==> src/rtl/rf_pkg.sv <==
// Shared register-file definitions: geometry, the write-port bundle and the
// round-robin pointer wrap helper used by the arbiters.
package rf_pkg;

  localparam int RF_ADDR_W   = 3;
  localparam int RF_DATA_W   = 8;
  localparam int RF_NUM_REGS = 8;
  localparam logic [RF_ADDR_W-1:0] RF_ZERO_ADDR = 3'd0;

  typedef struct packed {
    logic                 wen;
    logic [RF_ADDR_W-1:0] addr;
    logic [RF_DATA_W-1:0] data;
  } rf_wr_port_t;

  // Positions scanned never exceed 2*n-1, so a single subtraction wraps them.
  function automatic logic [2:0] rr_wrap(input logic [2:0] pos, input logic [2:0] n);
    if (pos >= n) begin
      rr_wrap = pos - n;
    end else begin
      rr_wrap = pos;
    end
  endfunction

endpackage

==> src/rtl/rf_write_arbiter_rr_arbiter.sv <==
// Pure round-robin arbiter: one-hot grant to the first valid requester found
// scanning upward from ptr_i+1, all-zero when disabled or nothing is valid.
module rr_arbiter
  import rf_pkg::*;
#(
  parameter int N = 2
) (
  input  logic [N-1:0] valid_i,
  input  logic [1:0]   ptr_i,
  input  logic         en_i,
  output logic [N-1:0] grant_o
);

  logic       found_s;
  logic [2:0] pos_s;

  // Priority scan in rotated order; the first hit wins.
  always_comb begin
    grant_o = '0;
    found_s = 1'b0;
    pos_s   = 3'd0;
    for (int k = 1; k <= N; k++) begin
      pos_s = rr_wrap({1'b0, ptr_i} + 3'(k), 3'(N));
      for (int j = 0; j < N; j++) begin
        if (en_i && !found_s && valid_i[j] && (pos_s == 3'(j))) begin
          grant_o[j] = 1'b1;
          found_s    = 1'b1;
        end else begin
          grant_o[j] = grant_o[j];
        end
      end
    end
  end

endmodule

==> src/rtl/rf_write_arbiter.sv <==
// Round-robin arbiter sharing the register-file write port among NUM_REQ
// producers. Define RF_ZERO_DROP_EN to suppress WEN for accepted writes to R0.
module rf_write_arbiter
  import rf_pkg::*;
#(
  parameter int NUM_REQ = 2,
  parameter int ADDR_W  = RF_ADDR_W,
  parameter int DATA_W  = RF_DATA_W
) (
  input  logic                      Clk,
  input  logic                      Rst,
  input  logic [NUM_REQ-1:0]        req_valid,
  input  logic [NUM_REQ*ADDR_W-1:0] req_addr,
  input  logic [NUM_REQ*DATA_W-1:0] req_data,
  output logic [NUM_REQ-1:0]        req_ready,
  input  logic                      hold,
  output logic                      WEN,
  output logic [ADDR_W-1:0]         RW,
  output logic [DATA_W-1:0]         busW,
  output logic [1:0]                grant_id,
  output logic                      busy
);

  logic [NUM_REQ-1:0] grant_s;
  logic               xfer_s;
  logic               issue_s;
  logic [ADDR_W-1:0]  win_addr_s;
  logic [DATA_W-1:0]  win_data_s;
  logic [1:0]         win_id_s;

  rf_wr_port_t port_q, port_d;
  logic [1:0]  gid_q, gid_d;
  logic [1:0]  ptr_q, ptr_d;

  rr_arbiter #(.N(NUM_REQ)) u_rr (
    .valid_i (req_valid),
    .ptr_i   (ptr_q),
    .en_i    (~hold),
    .grant_o (grant_s)
  );

  assign req_ready = grant_s;
  assign xfer_s    = |grant_s;

  // Select the granted requester's address, data and index.
  always_comb begin
    win_addr_s = '0;
    win_data_s = '0;
    win_id_s   = 2'd0;
    for (int j = 0; j < NUM_REQ; j++) begin
      if (grant_s[j]) begin
        win_addr_s = req_addr[j*ADDR_W +: ADDR_W];
        win_data_s = req_data[j*DATA_W +: DATA_W];
        win_id_s   = 2'(j);
      end else begin
        win_id_s   = win_id_s;
      end
    end
  end

`ifdef RF_ZERO_DROP_EN
  assign issue_s = (win_addr_s != RF_ZERO_ADDR);
`else
  assign issue_s = 1'b1;
`endif

  // Next port state: load on a handshake, otherwise only WEN falls.
  always_comb begin
    port_d     = port_q;
    port_d.wen = 1'b0;
    gid_d      = gid_q;
    ptr_d      = ptr_q;
    if (xfer_s) begin
      port_d.wen  = issue_s;
      port_d.addr = win_addr_s;
      port_d.data = win_data_s;
      gid_d       = win_id_s;
      ptr_d       = win_id_s;
    end else begin
      ptr_d       = ptr_q;
    end
  end

  // Port registers; reset discards any pending write and re-homes the pointer.
  always_ff @(posedge Clk or posedge Rst) begin
    if (Rst) begin
      port_q <= '0;
      gid_q  <= 2'd0;
      ptr_q  <= 2'(NUM_REQ - 1);
    end else begin
      port_q <= port_d;
      gid_q  <= gid_d;
      ptr_q  <= ptr_d;
    end
  end

  assign WEN      = port_q.wen;
  assign RW       = port_q.addr;
  assign busW     = port_q.data;
  assign grant_id = gid_q;
  assign busy     = port_q.wen;

endmodule

==> config.mk <==
export PLATFORM = sky130hd
export DESIGN_NAME = rf_write_arbiter
export DESIGN_NICKNAME = d
export VERILOG_FILES = /design/src/rtl/rf_pkg.sv /design/src/rtl/rf_write_arbiter_rr_arbiter.sv /design/src/rtl/rf_write_arbiter.sv
export SDC_FILE = /design/constraint.sdc
export NUM_CORES = 1
export LEC_CHECK = 0
export BUFFER_PORTS_ARGS = -buffer_cell sky130_fd_sc_hd__buf_2
export CORE_MARGIN = 2
export CORE_UTILIZATION = 44
export DETAILED_ROUTE_END_ITERATION = 6
export PLACE_DENSITY = 0.86
export SYNTH_ARGS = -nofsm -noshare
export SYNTH_HDL_FRONTEND = slang
export SYNTH_SLANG_ARGS = --single-unit
==> constraint.sdc <==
create_clock -name Clk -period 1.7 [get_ports Clk]
set_input_delay 0.085 -clock Clk [delete_from_list [all_inputs] [get_ports Clk]]
set_output_delay 0.085 -clock Clk [all_outputs]
set_load 0.005 [all_outputs]
* Word level (Yosys, flattened, before mapping)
Index checks and enable logic that the tools add are counted.
** Operators by class
- Add/sub/neg operators :: 4
- Magnitude comparators :: 2
- Eq/ne operators :: 2
- Mux-type cells :: 14
- Bitwise logic cells :: 1
- Reduce and logical (&&, ||, !) cells :: 17
** Operator list (count)
- 8-bit 2-to-1 mux :: 2
- 12-bit 2-to-1 mux :: 1
- 3-bit 2-to-1 mux :: 4
- 1-bit logical AND :: 11
- 1-bit 2-to-1 mux :: 7
- 3-bit by 1-bit == test with 1-bit output (second input constant) :: 2
- 3-bit by 2-bit >= comparator with 1-bit output (second input constant) :: 2
- 3-bit zero test :: 2
- 3-bit by 2-bit subtractor with 3-bit output (second input constant) :: 2
- 2-bit by 1-bit adder with 3-bit output (second input constant) :: 1
- 2-bit by 2-bit adder with 3-bit output (second input constant) :: 1
- 1-bit zero test :: 3
- 2-bit OR reduction :: 1
- 1-bit NOT :: 1
** Storage, ports and cells
- Flip-flop bits (word level) :: 16
- Bits of input ports :: 27
- Output and inout port bits :: 17
- Word-level logic and storage cells :: 45

* Depth between registers and ports, before layout
- Depth in word-level cells :: 23
- Gate-level depth with buffers :: 4
- Gate-level depth less buffers :: 3

* Hierarchy
From an unflattened synthesis, not the netlist that was laid out.
** Unflattened totals
- Cell total of the unflattened synthesis :: 65
- Area, all modules :: 681.9 µm²
** Modules (own cells, without submodules)
- rf_write_arbiter :: instances 1, cells an instance 60, area each 650.6 µm², seq. area each 351.6 µm²
- rr_arbiter :: instances 1, cells an instance 5, area each 31.3 µm², seq. area each 0.0 µm²

* Least setup slack after synthesis
No wires, ideal clock.
- Path kind :: flip-flop to flip-flop
- Start :: register ptr_q[0]
- End :: register port_q, in the netlist busW[5]
- Setup time :: 0.082 ns
- Arrival time :: 1.037 ns
- Required time :: 1.618 ns
- Path slack :: 0.582 ns
- Cell stages (with the launch flop) :: 5
- Buffers on the path :: 1
- Clock period less this slack :: 1.118 ns
- Cell sequence :: dfstp_2 -> and2_1 -> buf_4 -> o21ai_0 -> a31oi_1
** Between the ends
- Cells in the longest elaborated chain, start to end :: 22
- Elaborated cells between the ends (all ways) :: 34
- Classes of those cells :: 4 x add/sub; 2 x order compare; 2 x eq/ne; 10 x mux; 16 x reduce/logical
** Ends and longest elaborated chain
- from (decl) :: RTL line rf_write_arbiter.sv:33 : logic [1:0] ptr_q, ptr_d;
- from (signal assigned) :: RTL line rf_write_arbiter.sv:89 : ptr_q <= 2'(NUM_REQ - 1);
- from (signal assigned) :: RTL line rf_write_arbiter.sv:93 : ptr_q <= ptr_d;
- 2-bit by 1-bit adder with 3-bit output :: RTL line rf_write_arbiter_rr_arbiter.sv:23 : pos_s = rr_wrap({1'b0, ptr_i} + 3'(k), 3'(N));
- 3-bit by 2-bit subtractor with 3-bit output or 3-bit by 2-bit >= comparator with 1-bit output (tied branches) :: RTL line rf_pkg.sv:19, rf_pkg.sv:18
- 3-bit 2-to-1 mux :: RTL line rf_pkg.sv:18 : if (pos >= n) begin
- 3-bit zero test :: RTL line rf_write_arbiter_rr_arbiter.sv:25 : if (en_i && !found_s && valid_i[j] && (pos_s == 3'(j))) begin
- 1-bit logical AND :: RTL line rf_write_arbiter_rr_arbiter.sv:25
- 1-bit 2-to-1 mux :: RTL line rf_write_arbiter_rr_arbiter.sv:25
- 1-bit zero test :: RTL line rf_write_arbiter_rr_arbiter.sv:25
- 1-bit logical AND (3 in series) :: RTL line rf_write_arbiter_rr_arbiter.sv:25
- 1-bit 2-to-1 mux :: RTL line rf_write_arbiter_rr_arbiter.sv:25
- 1-bit zero test :: RTL line rf_write_arbiter_rr_arbiter.sv:25
- 1-bit logical AND (3 in series) :: RTL line rf_write_arbiter_rr_arbiter.sv:25
- 1-bit 2-to-1 mux :: RTL line rf_write_arbiter_rr_arbiter.sv:25
- 1-bit zero test :: RTL line rf_write_arbiter_rr_arbiter.sv:25
- 1-bit logical AND (3 in series) :: RTL line rf_write_arbiter_rr_arbiter.sv:25
- 1-bit 2-to-1 mux :: RTL line rf_write_arbiter_rr_arbiter.sv:25
- 8-bit 2-to-1 mux or 2-bit OR reduction (tied branches) :: RTL line rf_write_arbiter.sv:51, rf_write_arbiter.sv:43
- to (signal assigned) :: RTL line rf_write_arbiter.sv:91 : port_q <= port_d;
- to (decl) :: RTL line rf_write_arbiter.sv:31 : rf_wr_port_t port_q, port_d;
Parallel ways exist; a longest one is shown, timed or not.
A chain may end at the register's enable or synchronous reset.

* Worst setup path in the final report
- Start :: register ptr_q[0]
- End :: output port req_ready[1]
** Between the ends
- Cells in the longest elaborated chain, start to end :: 21
- Elaborated cells between the ends (all ways) :: 30
- Classes of those cells :: 4 x add/sub; 2 x order compare; 2 x eq/ne; 7 x mux; 15 x reduce/logical
** Ends and longest elaborated chain
- 2-bit by 1-bit adder with 3-bit output :: RTL line rf_write_arbiter_rr_arbiter.sv:23
- 3-bit by 2-bit subtractor with 3-bit output or 3-bit by 2-bit >= comparator with 1-bit output (tied branches) :: RTL line rf_pkg.sv:19, rf_pkg.sv:18
- 3-bit 2-to-1 mux :: RTL line rf_pkg.sv:18
- 3-bit zero test :: RTL line rf_write_arbiter_rr_arbiter.sv:25
- 1-bit logical AND :: RTL line rf_write_arbiter_rr_arbiter.sv:25
- 1-bit 2-to-1 mux :: RTL line rf_write_arbiter_rr_arbiter.sv:25
- 1-bit zero test :: RTL line rf_write_arbiter_rr_arbiter.sv:25
- 1-bit logical AND (3 in series) :: RTL line rf_write_arbiter_rr_arbiter.sv:25
- 1-bit 2-to-1 mux :: RTL line rf_write_arbiter_rr_arbiter.sv:25
- 1-bit zero test :: RTL line rf_write_arbiter_rr_arbiter.sv:25
- 1-bit logical AND (3 in series) :: RTL line rf_write_arbiter_rr_arbiter.sv:25
- 1-bit 2-to-1 mux :: RTL line rf_write_arbiter_rr_arbiter.sv:25
- 1-bit zero test :: RTL line rf_write_arbiter_rr_arbiter.sv:25
- 1-bit logical AND (3 in series) :: RTL line rf_write_arbiter_rr_arbiter.sv:25
- 1-bit 2-to-1 mux (*) :: RTL line rf_write_arbiter_rr_arbiter.sv:25
- to (decl) :: RTL line rf_write_arbiter.sv:15 : output logic [NUM_REQ-1:0] req_ready,
Mark *: on every way between the ends. The rest lies on a longest branch, timed or not.

==> qor.txt <==
Antenna violations before repair = 0
Die Area = 1920 um2
Cells after Synth = 81
Layout fillers = 141
Worst-case clock buffer depth = 2
Post-route ant nets = 0
Largest net degree at the start of global routing = 24
Final period util = 87.0%
CP startpoint kind = flip-flop
Gpl congestion = 0.754
Worst hold stages = 3
Max capacitance violation total = 0
WP data arrival = 1.39 ns
Area Overhead vs Synth = 32.8%
Hpwl dp = 1280 um
Lkg Pwr = 0.450 nW
Maximum clock rate = 676 MHz
Slew margin rel. = 64.4%
Syn nets = 108
Post-CTS sizing = 0
Register area share after synthesis = 50.4%
Core ar. = 1490 um2
Remaining Overflow, GRT = 0
H-Tree Depth = 1
Cell area power density = 914 nW/um2
Final Slew Violations = 0
Vias in the first global route = 642
Placed cells = 131
CTS tree = done
Run status = completed
Hold Path End = busW[5]
RSZ-0062 raised after global routing = false
Final WL = 1760 um
Clk slew on worst S/H paths = 0.09 ns
CP Launch Point = ptr_q[0]
Die height = 43.8 um
Post-Layout Cell Count = 136
Depth of the worst register-to-register path = 3
Final hold vios = 0
Worst EP required = 1.62 ns
Slew @ Worst Pin = 0.533 ns
Initial Util = 46.9%
Site Rows = 14
Worst skew pair latency = 0.28 ns
WS Path Type = flip-flop to primary output
Ant diodes = 0
Share of layout cells above drive strength 1 = 40.0%
Setup TNS Final = 0 ns
GRT Util Overall = 20.5%
DR WL/cell = 12.9 um
Max VDD drop = 0.446 mV
Port buffer count = 42
CTS Buf Count = 3
Pre-antenna DRT Iters = 4
Root Buffer = clkbuf_4
Num ports = 44
DR vias/cell = 5.29
Fin crit period = 1.48 ns
Seq cells post-synth = 14
Hold_sp = req_data[13]
Die Span X = 43.8 um
Clock sink count = 14
Syn Area/Cell = 8.62 um2
Detailed router's first-iteration violation count = 21
Final setup vio count = 0
Yosys Warn Count = 0
Mapped Area = 698 um2
CP max FO = 13
Worst r2r dst = RW[1]
Setup repair bufs after CTS = 0
Clk_skew = 0.00522 ns
Hold/Removal Path Class = primary input to flip-flop
Crit end category = primary output
Nets = 148
Vias = 719
Worst r2r src = ptr_q[0]
Post-layout util = 62.3%
Register-to-register setup slack = 0.34 ns
Hold_buf cts = 1
Residual DRC count = 0
First-pass GRT wire length = 2810 um
Number of distinct library cells after synthesis = 17
metrics by stage:
step                hold slack (ns)  setup WS (ns)  power (mW)  cell area (um2)
finish                       0.0590          0.221       0.848              927
global placement              0.137          0.451       0.606              881
floorplan                   -0.0265          0.582       0.527              698
detailed placement            0.147          0.356       0.614              881
global route                 0.0532          0.118       0.903              927
CTS                          0.0561          0.211       0.859              927
flip-flops by register name, indices dropped and copies added (netlist names):
| register | cells |
|---|---|
| RW | 3 |
| WEN | 1 |
| busW | 8 |
| grant_id | 1 |
| ptr_q | 1 |
cell type report:
type | instances | area, um2 | area share (%)
flip-flops and latches | 14 | 352 | 37.9
well taps | 16 | 20.0 | 2.16
clock buffers | 4 | 36.3 | 3.91
repair buffers | 43 | 220 | 23.8
multi-input cells | 56 | 288 | 31.0
inverters | 3 | 11.3 | 1.21
report_power, final:
part,total (mW),switching (mW),internal (mW)
Clock,0.237,0.107,0.130
Sequential,0.411,0.0272,0.384
Combinational,0.199,0.107,0.0919
Total,0.848,0.242,0.606
cell usage in the layout (no fill, tap or decap):
cell type	instances
clkbuf_4	3
dlygate4sd3_1	1
buf_2	42
nor2_1	12
conb_1	1
nand2b_1	2
clkbuf_8	1
inv_1	3
o22ai_1	1
dfrtp_1	13
a31oi_1	11
nand2_1	2
a21oi_1	1
and2b_1	1
and2_1	1
o21ai_0	12
o21ba_2	1
nand3_1	11
dfstp_2	1
kinds of logic after synthesis:
group	count (synthesis)	synth area share [%]
AND/OR/NAND/NOR	29	19.2
AO/OA/AOI/OAI	26	21.5
buffers and inverters	11	8.42
other	1	0.537
flip-flops	14	50.4
worst max-delay path by stage:
| stage | to | cells past startpoint |
|---|---|---|
| CTS | req_ready[1] | 3 |
| global route | req_ready[1] | 3 |
| floorplan | busW[5] | 4 |
| detailed placement | RW[1] | 3 |
| finish | req_ready[1] | 3 |
| global placement | busW[0] | 3 |
synthesized netlist by cell type:
cell,n,share of area [%]
nand2b_1,2,1.8
nand2_1,2,1.1
nor2_1,12,6.5
o21ai_0,12,8.6
nand3_1,11,7.9
dfrtp_1,13,47
o22ai_1,1,0.90
and2b_1,1,1.1
and2_1,1,0.90
conb_1,1,0.54
a31oi_1,11,9.9
buf_2,5,3.6
o21ba_2,1,1.4
dfstp_2,1,3.8
inv_1,3,1.6
a21oi_1,1,0.72
buf_4,3,3.2
routing by layer:
metal  wire length, um  GRT usage [%]
met2               925           34.1
met1               681           24.0
met5                 0              0
met4                19           12.1
met3               131           4.58
worst max-delay path, cell delays in order (launching register included):
cell and delay [ns]:
dfstp_2 0.56, and2_1 0.35, nor2_1 0.07, buf_2 0.14
Note: power is estimated with default switching activity, not from simulation.
